==> src/rtl/scoreboard_write_arbiter.sv <==
// Write-result arbiter for the scoreboard: picks at most one finished FU per cycle, honours the
// WAR condition from the FU status table and drives the single register-file write port.
module scoreboard_write_arbiter #(
  parameter int unsigned NUM_FUS    = 4,
  parameter int unsigned FU_BITS    = 2,
  parameter int unsigned REG_BITS   = 5,
  parameter int unsigned DATA_WIDTH = 32,
  parameter int unsigned MAX_WAIT   = 7
) (
  input  logic                           clk,
  input  logic                           rst,
  input  logic                           flush,
  input  logic [NUM_FUS-1:0]             req_valid,
  input  logic [NUM_FUS*REG_BITS-1:0]    req_reg,
  input  logic [NUM_FUS*DATA_WIDTH-1:0]  req_data,
  input  logic [NUM_FUS-1:0]             fu_busy,
  input  logic [NUM_FUS*REG_BITS-1:0]    fu_fj,
  input  logic [NUM_FUS*REG_BITS-1:0]    fu_fk,
  input  logic [NUM_FUS-1:0]             fu_rj,
  input  logic [NUM_FUS-1:0]             fu_rk,
  output logic [NUM_FUS-1:0]             grant,
  output logic                           rf_we,
  output logic [REG_BITS-1:0]            rf_waddr,
  output logic [DATA_WIDTH-1:0]          rf_wdata,
  output logic [NUM_FUS-1:0]             war_stall,
  output logic                           starved
);

  localparam int unsigned CntBits = $clog2(MAX_WAIT + 1);
  localparam logic [CntBits-1:0] CntMax = CntBits'(MAX_WAIT);

  logic [NUM_FUS-1:0]    grant_q;
  logic                  rf_we_q;
  logic [REG_BITS-1:0]   rf_waddr_q;
  logic [DATA_WIDTH-1:0] rf_wdata_q;
  logic                  starved_q, starved_d;
  logic [FU_BITS-1:0]    rr_ptr_q, rr_ptr_d;
  logic [CntBits-1:0]    wait_cnt_q [NUM_FUS];
  logic [CntBits-1:0]    wait_cnt_d [NUM_FUS];

  logic [NUM_FUS-1:0]    war_hit;
  logic [NUM_FUS-1:0]    eligible;
  logic                  win_valid;
  logic [FU_BITS-1:0]    win_idx;
  logic [NUM_FUS-1:0]    win_onehot;
  logic [FU_BITS-1:0]    scan_idx;

  // A pending reader of our destination register in any other FU blocks the write.
  always_comb begin
    war_hit = '0;
    for (int i = 0; i < NUM_FUS; i++) begin
      for (int f = 0; f < NUM_FUS; f++) begin
        if (f != i && fu_busy[f] &&
            ((fu_fj[f*REG_BITS +: REG_BITS] == req_reg[i*REG_BITS +: REG_BITS] && fu_rj[f]) ||
             (fu_fk[f*REG_BITS +: REG_BITS] == req_reg[i*REG_BITS +: REG_BITS] && fu_rk[f]))) begin
          war_hit[i] = 1'b1;
        end
      end
    end
  end

  assign war_stall = req_valid & war_hit;
  // Masking the last grantee avoids a double grant while its request is still dropping.
  assign eligible  = req_valid & ~war_stall & ~grant_q;

  always_comb begin
    win_valid = 1'b0;
    win_idx   = '0;
    scan_idx  = '0;
    for (int i = 0; i < NUM_FUS; i++) begin
      if (!win_valid && eligible[i] && wait_cnt_q[i] == CntMax) begin
        win_valid = 1'b1;
        win_idx   = FU_BITS'(i);
      end
    end
    for (int unsigned k = 0; k < NUM_FUS; k++) begin
      scan_idx = FU_BITS'((32'(rr_ptr_q) + k) % NUM_FUS);
      if (!win_valid && eligible[scan_idx]) begin
        win_valid = 1'b1;
        win_idx   = scan_idx;
      end
    end
  end

  assign win_onehot = win_valid ? (NUM_FUS'(1) << win_idx) : '0;
  assign rr_ptr_d   = win_valid ? FU_BITS'((32'(win_idx) + 1) % NUM_FUS) : rr_ptr_q;

  always_comb begin
    starved_d = 1'b0;
    for (int i = 0; i < NUM_FUS; i++) begin
      if (!req_valid[i] || (win_valid && win_idx == FU_BITS'(i))) begin
        wait_cnt_d[i] = '0;
      end else if (wait_cnt_q[i] != CntMax) begin
        wait_cnt_d[i] = wait_cnt_q[i] + 1'b1;
      end else begin
        wait_cnt_d[i] = wait_cnt_q[i];
      end
      if (wait_cnt_d[i] == CntMax) begin
        starved_d = 1'b1;
      end
    end
  end

  always_ff @(posedge clk) begin
    if (rst || flush) begin
      grant_q    <= '0;
      rf_we_q    <= 1'b0;
      rf_waddr_q <= '0;
      rf_wdata_q <= '0;
      starved_q  <= 1'b0;
      rr_ptr_q   <= '0;
      wait_cnt_q <= '{default: '0};
    end else begin
      grant_q    <= win_onehot;
      rf_we_q    <= win_valid;
      if (win_valid) begin
        rf_waddr_q <= req_reg[win_idx*REG_BITS +: REG_BITS];
        rf_wdata_q <= req_data[win_idx*DATA_WIDTH +: DATA_WIDTH];
      end
      starved_q  <= starved_d;
      rr_ptr_q   <= rr_ptr_d;
      wait_cnt_q <= wait_cnt_d;
    end
  end

  assign grant    = grant_q;
  assign rf_we    = rf_we_q;
  assign rf_waddr = rf_waddr_q;
  assign rf_wdata = rf_wdata_q;
  assign starved  = starved_q;

endmodule

==> config.mk <==
export PLATFORM = sky130hd
export DESIGN_NAME = scoreboard_write_arbiter
export DESIGN_NICKNAME = d
export VERILOG_FILES = /design/src/rtl/scoreboard_write_arbiter.sv
export SDC_FILE = /design/constraint.sdc
export NUM_CORES = 1
export LEC_CHECK = 0
export ABC_AREA = 1
export CAP_MARGIN = 20
export CORE_ASPECT_RATIO = 0.6
export CORE_MARGIN = 2
export CORE_UTILIZATION = 25
export DETAILED_ROUTE_END_ITERATION = 12
export SLEW_MARGIN = 40
export SYNTH_ARGS = -nofsm -noshare
export SYNTH_HDL_FRONTEND = slang
export SYNTH_SLANG_ARGS = --single-unit
==> constraint.sdc <==
create_clock -name clk -period 9.09 [get_ports clk]
set_clock_uncertainty 0.15 [all_clocks]
set_input_delay 0.909 -clock clk [delete_from_list [all_inputs] [get_ports clk]]
set_output_delay 0.909 -clock clk [all_outputs]
set_load 0.05 [all_outputs]
### After elaboration in Yosys (flattened, before gate mapping)

Index checks and enable logic that the tools add are counted.

* add/subtract/negate cells: 8
* multiply operators: 1
* $lt $le $gt $ge: 4
* equality and inequality tests: 39
* shift-type cells: 3
* multiplexer cells: 47
* bitwise gates (word level): 6
* reductions and logical operators: 81

Operator list (count)
* 128-bit by 8-bit variable part select with 32-bit output: 1
* 5-bit equality test: 24
* 1-bit logical AND: 51
* 1-bit 2-to-1 mux: 29
* 3-bit equality test (second input constant): 8
* 3-bit 2-to-1 mux: 8
* 20-bit by 6-bit variable part select with 5-bit output: 1
* 1-bit logical OR: 17
* 3-bit by 1-bit adder with 3-bit output (second input constant): 4
* 4-bit AND: 3
* 2-bit by 3-bit less-than comparator with 1-bit output (second input constant): 4
* 2-bit 2-to-1 mux: 6
* 3-bit != test (second input constant): 4
* 1-bit logical NOT: 11
* 1-bit binary-select mux with 2-bit select: 4
* 4-bit NOT: 2
* 2-bit by 3-bit multiplier with 5-bit output (second input constant): 1
* 2-bit by 1-bit adder with 2-bit output (second input constant): 2
* 2-bit adder (second input constant): 2
* 2-bit equality test (second input constant): 2
* 1-bit by 2-bit left shift with 4-bit output (first input constant): 1
* 2-bit by 1-bit equality test with 1-bit output (second input constant): 1
* 2-bit logical NOT: 1
* 2-bit OR reduction: 1
* 1-bit NOT: 1

* flip-flop bits (word level): 57
* input port bits: 207
* output and inout bits: 47
* logic and storage cells: 199

### Logic depth before layout (Yosys ltp)

Gate-level depths: netlist of run 1.

* depth after elaboration: 46
* depth in mapped cells: 25
* depth with buffers taken out: 23

### Worst setup path before layout of run 1

No wires, ideal clock.

* kind: input -> register
* from: input port req_reg[8]
* to: register starved_q, in the netlist starved
* setup time: 0.065 ns
* arrival time: 3.272 ns
* data required time: 8.875 ns
* slack: 5.602 ns
* stages: 23
* buffers on the path: 2
* path through: buf_2 > inv_2 > nand2_1 > nand2_1 > nor2_1 > nand3_1 > a21oi_1 > nor2_1 > nand3_2 > nand2_2 > nor2_4 > nand2_2 > nor2_4 > nand4_2 > nand3_2 > buf_2 > inv_1 > ha_1 > a21oi_2 > nand2_1 > o21ai_1 > nor2_1 > nor2_1

* cells in the longest elaborated chain, start to end: 43
* elaborated cells on any way between the ends: 87
* those cells by class: 13 x eq/ne; 33 x mux; 4 x bitwise; 37 x reduce/logical

Ends and longest elaborated chain
* start, declared: RTL line 14 `input logic [NUM_FUS*REG_BITS-1:0] req_reg,`
* 5-bit equality test, on equally long branches: RTL line 54, 55
* 1-bit logical AND, on equally long branches: RTL line 54, 55
* 1-bit logical OR: RTL line 54 `((fu_fj[f*REG_BITS +: REG_BITS] == req_reg[i*REG_BITS +: REG_BITS] && fu_rj[f]) ||`
* 1-bit logical AND: RTL line 53 `if (f != i && fu_busy[f] &&`
* 1-bit 2-to-1 mux (2 in series): RTL line 53
* 1-bit 2-to-1 mux *: RTL line 53
* 4-bit AND *: RTL line 62 `assign war_stall = req_valid & war_hit;`
* 4-bit NOT *: RTL line 64 `assign eligible = req_valid & ~war_stall & ~grant_q;`
* [... 25 more ...]
* named net win_idx[0]: RTL line 44 `logic [FU_BITS-1:0] win_idx;`
* 2-bit logical NOT: RTL line 91 `if (!req_valid[i] || (win_valid && win_idx == FU_BITS'(i))) begin`
* 1-bit logical AND: RTL line 91
* 1-bit logical OR: RTL line 91
* 3-bit 2-to-1 mux: RTL line 91
* 3-bit equality test: RTL line 98 `if (wait_cnt_d[i] == CntMax) begin`
* 1-bit 2-to-1 mux (3 in series): RTL line 98
* 1-bit 2-to-1 mux *: RTL line 98
* end signal, assigned: RTL line 120 `starved_q <= starved_d;`
* end, declared: RTL line 36 `logic starved_q, starved_d;`

The timed path passes the listed nets; every way through them passes the cells marked *. The select of a mux whose other input is x is not followed.
A chain may end at the register's enable or synchronous reset.

### Worst setup path in the final report of run 1

* from: input port req_reg[14]
* to: register rf_wdata_q[26], in the netlist rf_wdata[26]

* cells in the longest elaborated chain, start to end: 31
* elaborated cells on any way between the ends: 59
* those cells by class: 6 x eq/ne; 1 x shift; 23 x mux; 4 x bitwise; 25 x reduce/logical

Ends and longest elaborated chain
* 5-bit equality test, on equally long branches: RTL line 54, 55
* 1-bit logical AND, on equally long branches: RTL line 54, 55
* 1-bit logical OR: RTL line 54
* 1-bit logical AND: RTL line 53
* 1-bit 2-to-1 mux (2 in series): RTL line 53
* 1-bit 2-to-1 mux *: RTL line 53
* 4-bit AND *: RTL line 62
* 4-bit NOT *: RTL line 64
* [... 14 more ...]
* 1-bit 2-to-1 mux: RTL line 78 `if (!win_valid && eligible[scan_idx]) begin`
* 1-bit logical NOT: RTL line 78
* 1-bit logical AND: RTL line 78
* 1-bit 2-to-1 mux: RTL line 78
* 1-bit logical NOT: RTL line 78
* 1-bit logical AND: RTL line 78
* 2-bit 2-to-1 mux: RTL line 78
* 128-bit by 8-bit variable part select with 32-bit output: RTL line 118 `rf_wdata_q <= req_data[win_idx*DATA_WIDTH +: DATA_WIDTH];`
* end signal, assigned: RTL line 118
* end, declared: RTL line 35 `logic [DATA_WIDTH-1:0] rf_wdata_q;`

Mark *: on every way between the ends. The rest lies on a longest branch, timed or not. The select of a mux whose other input is x is not followed.

==> results.md, run 1 <==
* DR vias at 8896
* Initial core utilization at 0.254
* Slew @ Worst Pin at 0.685 ns
* Share of cells above drive strength 1 at 0.0408
* Routing usage on met2 at 0.284
* Critical path capture point type: flip-flop
* CTS tree: yes
* DRC at 0
* Io pins at 254
* GRT Util Overall at 0.209
* Crit path kind: in -> reg
* Nets at 1757
* # H-tree levels at 3
* Post-Synthesis Cells at 1326
* Placeable Area at 26400 um2
* Max-cap violations at 0
* Final antenna-violating net count at 0
* Clock sink count at 57
* Root Driver: clkbuf_16
* Tmin final at 5.30 ns
* GRT busiest layer: met1
* Peak supply drop at 0.000234 V
* RSZ-0062 raised after global routing: no
* Hold Path Stages at 2
* R2R Path End: rf_wdata[26]
* GRT met3 Usage at 0.0880
* Cell Rows at 46
* Synth-to-layout area growth at 45.1%
* Lkg Pwr at 5.43 nW
* Status: completed
* CP arrival at 5.37 ns
* Endpoint, Worst Hold: wait_cnt_q[11]
* Hold Crit Class: reg -> reg
* Clk Latency, worst-skew pair at 0.33 ns
* Reg2reg start: rr_ptr_q[0]
* CTS clk-pin slew, worst paths at 0.05 ns
* Synth unique cells at 27
* Syn_area_per_cell at 5.04 um2
* Reg2reg setup slack at 5.19 ns
* Die area at 28100 um2
* Synthesized net count at 1541
* Rel. slew slack at 0.543
* Yosys Warn Count at 0
* Hold Buf Count CTS at 0
* Worst Path Required at 9.16 ns
* Post-Syn Area at 6690 um2
* DR WL/cell at 15.8 um
* First-pass GRT wire length at 45.5 mm
* Placer Congestion at 1.06
* HP Start: wait_cnt_q[11]
* Final setup TNS at 0 ns
* Drt total wl at 30.1 mm
* Post CTS Setup Buffer Count at 0
* Register area share after synthesis at 0.171
* Final worst path period share at 0.583
* Maximum buffer depth of the clock tree at 2
* PostCTS Resize Cnt at 0
* Pin count of the biggest net entering global routing at 66
* Initial antenna violation count at 1
* Number of global-route vias before repair at 7936
* Worst Setup Start Kind: primary input
* Crit-path max FO at 65
* F_max at 189 MHz
* R2R depth at 15
* Global route total overflow at 0
* Dpl hpwl at 23.9 mm
* DRT iter0 DRCs at 928
* PwrDens at 280 nW/um2
* Final non-filler cell total at 1907
* Die X at 215 um
* Vias/cell at 4.66
* Final setup violation count at 0
* Max Slew Vio Count at 0
* DRT Pass-1 Iters at 6
* Hold Slack at 0.358 ns
* Die span in y at 131 um
* Grt met1 use at 0.304
* FF+latch count, synth at 57
* Placed cell count at 1891
* TritonCTS buffer count at 9
* Port bufs at 253
* Final Hold Viols at 0
-- placed cells by master (no fill, tap or decap), types with 3 or more instances in the layout --
cell,instances
inv_2,24
clkdlybuf4s50_1,253
a21oi_1,8
nor2_4,3
nand3_2,5
inv_1,225
clkbuf_16,9
o21ai_0,25
ha_1,8
o21ai_1,21
mux2i_1,4
xor2_1,9
nand3_1,228
nand2_2,4
nor2_1,205
nand2_1,425
dfxtp_1,57
nand4_1,7
clkbuf_8,4
buf_4,6
-- area by class of cell --
| cell class | count | area (um2) |
|---|---|---|
| fill | 2925 | 16700 |
| sequential | 57 | 1140 |
| clock inverter | 2 | 35.0 |
| clock buffer | 13 | 280 |
| antenna | 1 | 2.50 |
| inverter | 252 | 947 |
| multi-input combinational | 961 | 4230 |
| tap | 360 | 450 |
| timing repair buffer | 261 | 2620 |
-- cells in the mapped netlist (all sizes together) --
| cell type | n | area (um2) |
|---|---|---|
| nand3b | 2 | 15.0 |
| buf | 48 | 355 |
| o21ai | 46 | 230 |
| nand4 | 8 | 56.3 |
| clkbuf | 8 | 30.0 |
| ha | 8 | 100 |
| nor3 | 2 | 10.0 |
| nor2 | 208 | 796 |
| xnor2 | 2 | 17.5 |
| nand3 | 233 | 1190 |
| mux2i | 4 | 40.0 |
| a21oi | 10 | 57.6 |
| dfxtp | 57 | 1140 |
| nand2 | 429 | 1620 |
| xor2 | 9 | 78.8 |
| clkinv | 2 | 7.51 |
| inv | 250 | 938 |
-- registers in the layout, summed over array words and instances, names as in the netlist --
register,cells
rr_ptr_q,2
rf_we,1
starved,1
wait_cnt_q,12
grant,4
rf_waddr,5
rf_wdata,32
-- worst max-delay path: stages --
cell and delay (ns):
clkdlybuf4s50_1 0.83, inv_2 0.22, nand2_1 0.11, nand2_1 0.05
nor2_1 0.12, nand3_1 0.12, nand2_1 0.22, nand2_1 0.10
nand4_1 0.25, nand2_1 0.12, nand3_1 0.14, nand2_2 0.11
nor2_4 0.18, nand4_4 0.22, buf_12 0.25, nand3_2 0.26
buf_4 0.63, nand2_1 0.12, nand3_1 0.10, nand3_1 0.14
nand2_1 0.09, inv_1 0.04
-- where the power goes --
part / switching [mW] / leakage, nW / total [mW] / internal [mW]
registers: 0.0578 / 0.467 / 0.395 / 0.337
logic: 1.32 / 4.81 / 1.96 / 0.638
clock network: 0.117 / 0.158 / 0.356 / 0.240
-- routing by layer --
layer  part of all wire  vias up
li1                   -     4443
met1               0.48     3927
met2               0.38      488
met3               0.13       38
met4              0.016        0
met5                  0        -
-- worst max path at each step --
| stage | startpoint | end | slack, ns | depth (start not counted) |
|---|---|---|---|---|
| 3_5_place_dp | req_reg[11] | rf_wdata[26] | 3.69 | 22 |
| 4_1_cts | req_reg[11] | rf_wdata[26] | 4.04 | 22 |
| 3_3_place_gp | req_reg[14] | rf_wdata[26] | 2.92 | 21 |
| 6_report | req_reg[14] | rf_wdata[26] | 3.79 | 22 |
| 5_1_grt | req_reg[11] | rf_wdata[3] | 3.45 | 24 |
| 2_1_floorplan | req_reg[8] | starved | 5.60 | 23 |
-- logic make-up (layout without fill, tap and decap cells) --
logic type,after synthesis,after routing,synth area share
multiplexers,4,4,0.00599
XOR/XNOR,11,11,0.0144
adder cells (fa/ha/maj),8,8,0.0150
other,0,1,0
AO/OA/AOI/OAI,56,56,0.0430
AND/OR/NAND/NOR,882,882,0.552
buffers and inverters,308,528,0.199
flip-flops,57,57,0.171
-- through the flow --
stage	worst slack, ns	power, mW	utilization	area, um2
2_1_floorplan	5.60	1.86	-	6690
3_3_place_gp	2.92	2.32	0.354	9340
3_5_place_dp	3.69	2.35	0.356	9380
4_1_cts	4.04	2.73	0.368	9700
5_1_grt	3.45	2.97	0.368	9700
6_report	3.79	2.71	0.368	9700
(Power assumes the default switching activity.)
==> inputs of run 2 (changes only) <==
Clock period 9.09 ns to 5 ns, I/O delays scaled along.
==> run 2 against run 1 <==
  * Utilization rose by 0.076 points
  * Final cell count up 0.21%
  * First-iteration DRC count down 15%
  * Sequential cell count is the same
  * Total power up 82%
  * Sequential power is 80% higher
  * Clock-buffer cell count shrank 1
  * Combinational power increased by 86%
  * Die area is the same
  * Worst setup slack got worse by 2.9 ns
  * Critical path depth did not move
  * Register-to-register slack got worse by 3.4 ns
==> results.md, run 2 (synthesis results as in run 1) <==
* Status: completed (unchanged)
* Clock sink count at 57 (unchanged)
* Max reg flops at 32 (unchanged)
* Port bufs at 253 (unchanged)
* Fillers at 2956 (was 2925)
* Dpl hpwl at 23.6 mm (was 23.9 mm)
* Max stage delay on crit path at 0.81 ns (was 0.83 ns)
* Slack of the critical path at 0.892 ns (was 3.79 ns)
* First-pass GRT wire length at 44.3 mm (was 45.5 mm)
* Slew @ Worst Pin at 0.609 ns (was 0.685 ns)
* RSZ-0062 raised after global routing: no (unchanged)
* Nets at 1761 (was 1757)
* Final setup TNS at 0 ns (unchanged)
* TritonCTS buffer count at 9 (unchanged)
* CTS clk-pin slew, worst paths at 0.05 ns (about the same)
* Crit-path max FO at 8 (was 65)
* Crit path kind: in -> reg (unchanged)
* # H-tree levels at 3 (unchanged)
* DR vias at 8728 (was 8896)
* Die area at 28100 um2 (unchanged)
* Maximum buffer depth of the clock tree at 2 (unchanged)
* DP Worst Slack at 0.731 ns (was 3.69 ns)
* Synth-to-layout area growth at 45.4% (was 45.1%)
* Peak supply drop at 0.000500 V (was 0.000234 V)
* Worst path slowest cell: clkdlybuf4s50_1 (unchanged)
* Hold Buf Count CTS at 0 (unchanged)
* Max-cap violations at 0 (unchanged)
* Root Driver: clkbuf_16 (unchanged)
* Lkg Pwr at 5.45 nW (was 5.43 nW)
* Final setup violation count at 0 (unchanged)
* Most frequent cell on the critical path: nand2_1 (unchanged)
* GRT Util Overall at 0.204 (was 0.209)
* Hold Crit Class: reg -> reg (unchanged)
* Area of the multi-input gates at 4230 um2 (unchanged)
* Global route total overflow at 0 (unchanged)
* Max Slew Vio Count at 0 (unchanged)
* Post CTS Setup Buffer Count at 0 (unchanged)
* Worst path top cell family by delay: simple AND/OR/NAND/NOR gates (unchanged)
* Most frequent cells in the layout: nand2_1, clkdlybuf4s50_1, nand3_1, inv_1, nor2_1 (unchanged)
* Final worst path period share at 0.822
* CP arrival at 4.22 ns (was 5.37 ns)
* CTS tree: yes (unchanged)
* Placer Congestion at 0.985 (was 1.06)
* Rel. slew slack at 0.592 (was 0.543)
* PostCTS Resize Cnt at 0 (unchanged)
* Clk Latency, worst-skew pair at 0.33 ns (about the same)
* FF/Latch Area at 1140 um2 (unchanged)
* Initial core utilization at 0.254 (unchanged)
* Commonest non-fill, non-tap cell in the layout: nand2_1 (unchanged)
* CP cell instances: clkdlybuf4s50_1 > inv_2 > nand2_1 > nand2_1 > nor2_1 > nand3_1 > nand2_1 > nand2_1 > nand4_1 > nand2_1 > nand3_1 > nand2_2 > nor2_4 > nand3_1 > nand3_2 > inv_1 > ha_1 > a21oi_1 > nand3_1 > nand2_1 > nor2_1 > nor2_1 (was clkdlybuf4s50_1 > inv_2 > nand2_1 > nand2_1 > nor2_1 > nand3_1 > nand2_1 > nand2_1 > nand4_1 > nand2_1 > nand3_1 > nand2_2 > nor2_4 > nand4_4 > buf_12 > nand3_2 > buf_4 > nand2_1 > nand3_1 > nand3_1 > nand2_1 > inv_1)
* Die span in y at 131 um (unchanged)
* Die X at 215 um (unchanged)
* Share of cells above drive strength 1 at 0.0432 (was 0.0408)
* Io pins at 254 (unchanged)
* F_max at 243 MHz
* Final Hold Viols at 0 (unchanged)
* Drt total wl at 29.8 mm (was 30.1 mm)
* Worst Path Required at 5.12 ns (was 9.16 ns)
* DR WL/cell at 15.6 um (was 15.8 um)
* Initial antenna violation count at 0 (was 1)
* Number of global-route vias before repair at 7653 (was 7936)
* Cell Rows at 46 (unchanged)
* Placeable Area at 26400 um2 (unchanged)
* DRT Pass-1 Iters at 6 (unchanged)
* Tmin final at 4.11 ns
* DRT iter0 DRCs at 788 (was 928)
* Vias/cell at 4.57 (was 4.66)
* Pin count of the biggest net entering global routing at 79 (was 66)
* Buf+Inv Stages, Crit Path at 3 (was 5)
* Final antenna-violating net count at 0 (unchanged)
* PwrDens at 507 nW/um2 (was 280 nW/um2)
* Worst Setup Start Kind: primary input (unchanged)
* DRC at 0 (unchanged)
* Critical path capture point type: flip-flop (unchanged)
run 2: cell count changes in the layout (fill, tap and decap cells not counted), sizes merged:
cell and delta:
buf +4, clkinv +1, inv +1, clkbuf -1, bufinv -1
run 2: path summary, 6_finish.rpt:
check	startpoint	to	slack [ns]	depth (start not counted)
worst min register to register	wait_cnt_q[8]	wait_cnt_q[8]	0.35	2
worst max register to register	rr_ptr_q[0]	starved	1.79	15
worst max-delay path	req_reg[11]	starved	0.89	22
worst min-delay path	wait_cnt_q[8]	wait_cnt_q[8]	0.35	2
run 2: layout make-up:
class	instances	area share
Clock buffer	12	0.0274
Antenna cell	1	0.000257
Inverter	252	0.0973
Sequential cell	57	0.117
Multi-Input combinational cell	961	0.435
Clock inverter	3	0.00154
Timing Repair Buffer	265	0.275
Tap cell	360	0.0463
run 2: through the flow:
| stage | hold WS [ns] | total power [mW] | instance area, um2 | utilization | instances |
|---|---|---|---|---|---|
| global placement | 0.334 | 4.34 | 9420 | 0.357 | 1894 |
| detailed placement | 0.343 | 4.33 | 9420 | 0.357 | 1894 |
| floorplan | 0.316 | 3.38 | 6690 | - | 1326 |
| CTS | 0.355 | 4.95 | 9700 | 0.368 | 1909 |
| finish | 0.351 | 4.93 | 9720 | 0.369 | 1911 |
| global route | 0.399 | 5.38 | 9720 | 0.369 | 1910 |
run 2: power breakdown:
part	switching (mW)	internal [mW]	leakage, nW	total [mW]
clock network	0.213	0.370	0.144	0.583
logic	2.40	1.23	4.84	3.64
registers	0.0996	0.612	0.467	0.712
total	2.72	2.22	5.45	4.93
run 2: layer usage:
| metal | vias to the layer above | GRT usage | routed length, um |
|---|---|---|---|
| met4 | 0 | 0.0264 | 140 |
| met5 | - | 0 | 0 |
| li1 | 4449 | - | - |
| met3 | 14 | 0.0836 | 3590 |
| met1 | 3871 | 0.302 | 14500 |
| met2 | 394 | 0.277 | 11500 |
run 2: worst register-to-register path: cells and delay by family, from the launching register on:
family,cells,cell delay [ns]
buffers and inverters,2,0.57
AO/OA/AOI/OAI,1,0.24
AND/OR/NAND/NOR,11,1.32
adder cells (fa/ha/maj),1,0.23
flip-flops,1,0.62
==> inputs of run 3 (changes only) <==
Clock period 5 ns to 3.9 ns, I/O delays scaled along.
==> run 3 against run 2 <==
  * Critical path depth unchanged
  * Total power up 33%
  * Cell area up 2.3%
  * Critical path type unchanged
==> results.md, run 3 (synthesis results as in run 1) <==
* Status: completed (unchanged)
* Clock sink count at 57 (unchanged)
* Drt total wl at 29.7 mm (was 29.8 mm)
* F_max at 281 MHz
* CTS clk-pin slew, worst paths at 0.05 ns (about the same)
* Port bufs at 253 (unchanged)
* Final setup violation count at 0 (unchanged)
* # H-tree levels at 3 (unchanged)
* Slew @ Worst Pin at 0.642 ns (was 0.609 ns)
* GRT Util Overall at 0.208 (was 0.204)
* Global route total overflow at 0 (unchanged)
* Most frequent cell on the critical path: nor2_1 (was nand2_1)
* Peak supply drop at 0.000506 V (was 0.000500 V)
* Placed cell count at 1920 (was 1894)
* Endpoint, Worst Hold: wait_cnt_q[2] (was wait_cnt_q[8])
* Slack of the critical path at 0.342 ns (was 0.892 ns)
* Clock power share at 0.126 (was 0.118)
* Commonest non-fill, non-tap cell in the layout: nand2_1 (unchanged)
* Worst Setup Start Kind: primary input (unchanged)
* Initial antenna violation count at 0 (unchanged)
* Final Hold Viols at 0 (unchanged)
* Max Slew Vio Count at 0 (unchanged)
* Initial core utilization at 0.254 (unchanged)
* Cell Rows at 46 (unchanged)
* Placer Congestion at 0.996 (was 0.985)
* Die area at 28100 um2 (unchanged)
* CTS tree: yes (unchanged)
* Dpl hpwl at 23.8 mm (was 23.6 mm)
* Synth-to-layout area growth at 48.7% (was 45.4%)
* HP Start: wait_cnt_q[2] (was wait_cnt_q[8])
* Root Driver: clkbuf_16 (unchanged)
* CP arrival at 3.67 ns (was 4.22 ns)
* Lkg Pwr at 5.59 nW (was 5.45 nW)
* Crit-path max FO at 6 (was 8)
* Hold Crit Class: reg -> reg (unchanged)
* Final worst path period share at 0.912
* N_diodes at 0 (was 1)
* R2R Path End: starved (unchanged)
* DRC at 0 (unchanged)
* Final non-filler cell total at 1936 (was 1911)
* Vias/cell at 4.59 (was 4.57)
* DRT Pass-1 Iters at 7 (was 6)
* Internal at 2.99 mW (was 2.22 mW)
* Switch Pwr at 3.55 mW (was 2.72 mW)
* Final Instance Area at 9940 um2 (was 9720 um2)
* Maximum buffer depth of the clock tree at 2 (unchanged)
* Switching Share at 0.542 (was 0.550)
* Die span in y at 131 um (unchanged)
* DR vias at 8877 (was 8728)
* Hold Path Stages at 2 (unchanged)
* Placeable Area at 26400 um2 (unchanged)
* Crit path kind: in -> reg (unchanged)
* Final setup TNS at 0 ns (unchanged)
* TritonCTS buffer count at 9 (unchanged)
* Reg2reg setup slack at 0.84 ns (was 1.79 ns)
* Most frequent cells in the layout: nand2_1, clkdlybuf4s50_1, nand3_1, inv_1, nor2_1 (unchanged)
* Worst Path Required at 4.01 ns (was 5.12 ns)
* DRT iter0 DRCs at 821 (was 788)
* Seq pwr share at 0.140 (was 0.144)
* Critical path capture point type: flip-flop (unchanged)
* Hold Buf Count CTS at 0 (unchanged)
* DP Worst Slack at -0.0796 ns (was 0.731 ns)
* Max reg flops at 32 (unchanged)
* Fillers at 2967 (was 2956)
* Final antenna-violating net count at 0 (unchanged)
* Io pins at 254 (unchanged)
* Rel. slew slack at 0.570 (was 0.592)
* CP cell instances: clkdlybuf4s50_1 > inv_2 > o21ai_1 > nor2_1 > nand3_1 > nand2_1 > nand2_1 > nand4_1 > nand2_1 > nand3b_1 > nand2_2 > nand3_1 > nor2_1 > nor2_1 > nand3_2 > inv_1 > ha_1 > a21oi_2 > nand2_1 > o21ai_1 > nor2_1 > nor2_1 (was clkdlybuf4s50_1 > inv_2 > nand2_1 > nand2_1 > nor2_1 > nand3_1 > nand2_1 > nand2_1 > nand4_1 > nand2_1 > nand3_1 > nand2_2 > nor2_4 > nand3_1 > nand3_2 > inv_1 > ha_1 > a21oi_1 > nand3_1 > nand2_1 > nor2_1 > nor2_1)
* Tmin final at 3.56 ns
* Hold Slack at 0.359 ns (was 0.351 ns)
* Reg2reg start: rr_ptr_q[0] (unchanged)
* Part of the total power dissipated in combinational logic at 0.734 (was 0.737)
* RSZ-0062 raised after global routing: no (unchanged)
* Share of cells above drive strength 1 at 0.0584 (was 0.0432)
* PwrDens at 658 nW/um2 (was 507 nW/um2)
* Die X at 215 um (unchanged)
* Clk Latency, worst-skew pair at 0.33 ns (about the same)
* Placed inst area at 9620 um2 (was 9420 um2)
* Pin count of the biggest net entering global routing at 59 (was 79)
* Post CTS Setup Buffer Count at 0 (unchanged)
* R2R depth at 15 (unchanged)
* Worst path slowest cell: clkdlybuf4s50_1 (unchanged)
* Number of global-route vias before repair at 8007 (was 7653)
* Max-cap violations at 0 (unchanged)
* First-pass GRT wire length at 45.7 mm (was 44.3 mm)
* Nets at 1786 (was 1761)
* PostCTS Resize Cnt at 0 (unchanged)
* Max stage delay on crit path at 0.61 ns (was 0.81 ns)
* DR WL/cell at 15.3 um (was 15.6 um)
-- run 3: cell types whose count changed in the layout (fill, tap and decap cells not counted) --
cell	before	now
buf_4	8	33
buf_6	0	1
bufinv_16	0	1
clkbuf_1	0	2
clkdlybuf4s50_1	253	250
clkinv_2	3	1
diode_2	1	0
dlymetal6s2s_1	0	2
-- run 3: critical path, delay by kind of cell --
kind	cells	cell delay, ns
AOI/OAI and AO/OA	3	0.51
adders and majority gates	1	0.22
buffers and inverters	3	0.90
and+or+nand+nor	15	1.62
-- run 3: final cells by class --
cell class                 count  area, um2  share of cell area
clock inverter                 2       35.0             0.00352
tap                          360        450              0.0453
multi-input combinational    961       4230               0.425
inverter                     252        946              0.0951
sequential                    57       1140               0.115
clock buffer                  14        274              0.0276
timing repair buffer         290       2870               0.288
-- run 3: worst max path at each step --
stage                      startpoint     endpoint  slack, ns  depth (start not counted)
after floorplan            req_reg[8]      starved       0.93                         23
after global placement     req_reg[0]  rf_waddr[3]      -0.11                         21
after detailed placement   req_reg[0]  rf_waddr[1]      -0.08                         21
after CTS                  req_reg[0]  rf_waddr[1]       0.26                         21
after global routing      req_reg[18]      starved       0.04                         24
final                      req_reg[2]      starved       0.34                         22
-- run 3: power groups by stage --
stage | clock network [mW] | registers (mW) | logic [mW]
floorplan | 0 | 1.52 | 2.81
global placement | 0 | 0.918 | 4.76
detailed placement | 0 | 0.921 | 4.78
CTS | 0.858 | 0.915 | 4.80
global route | 0.883 | 0.942 | 5.32
finish | 0.823 | 0.913 | 4.80
-- run 3: metal layers --
| layer | GRT usage | share of wire | vias to the layer above |
|---|---|---|---|
| li1 | - | - | 4498 |
| met1 | 0.308 | 0.50 | 4028 |
| met2 | 0.296 | 0.40 | 338 |
| met3 | 0.0669 | 0.093 | 11 |
| met4 | 0.0215 | 0.0034 | 2 |
| met5 | 0.0150 | 0.0020 | - |
-- run 3: through the flow --
stage               power [mW]   util
finish                    6.54  0.377
global route              7.15  0.377
CTS                       6.58  0.377
floorplan                 4.34      -
detailed placement        5.70  0.365
global placement          5.68  0.365
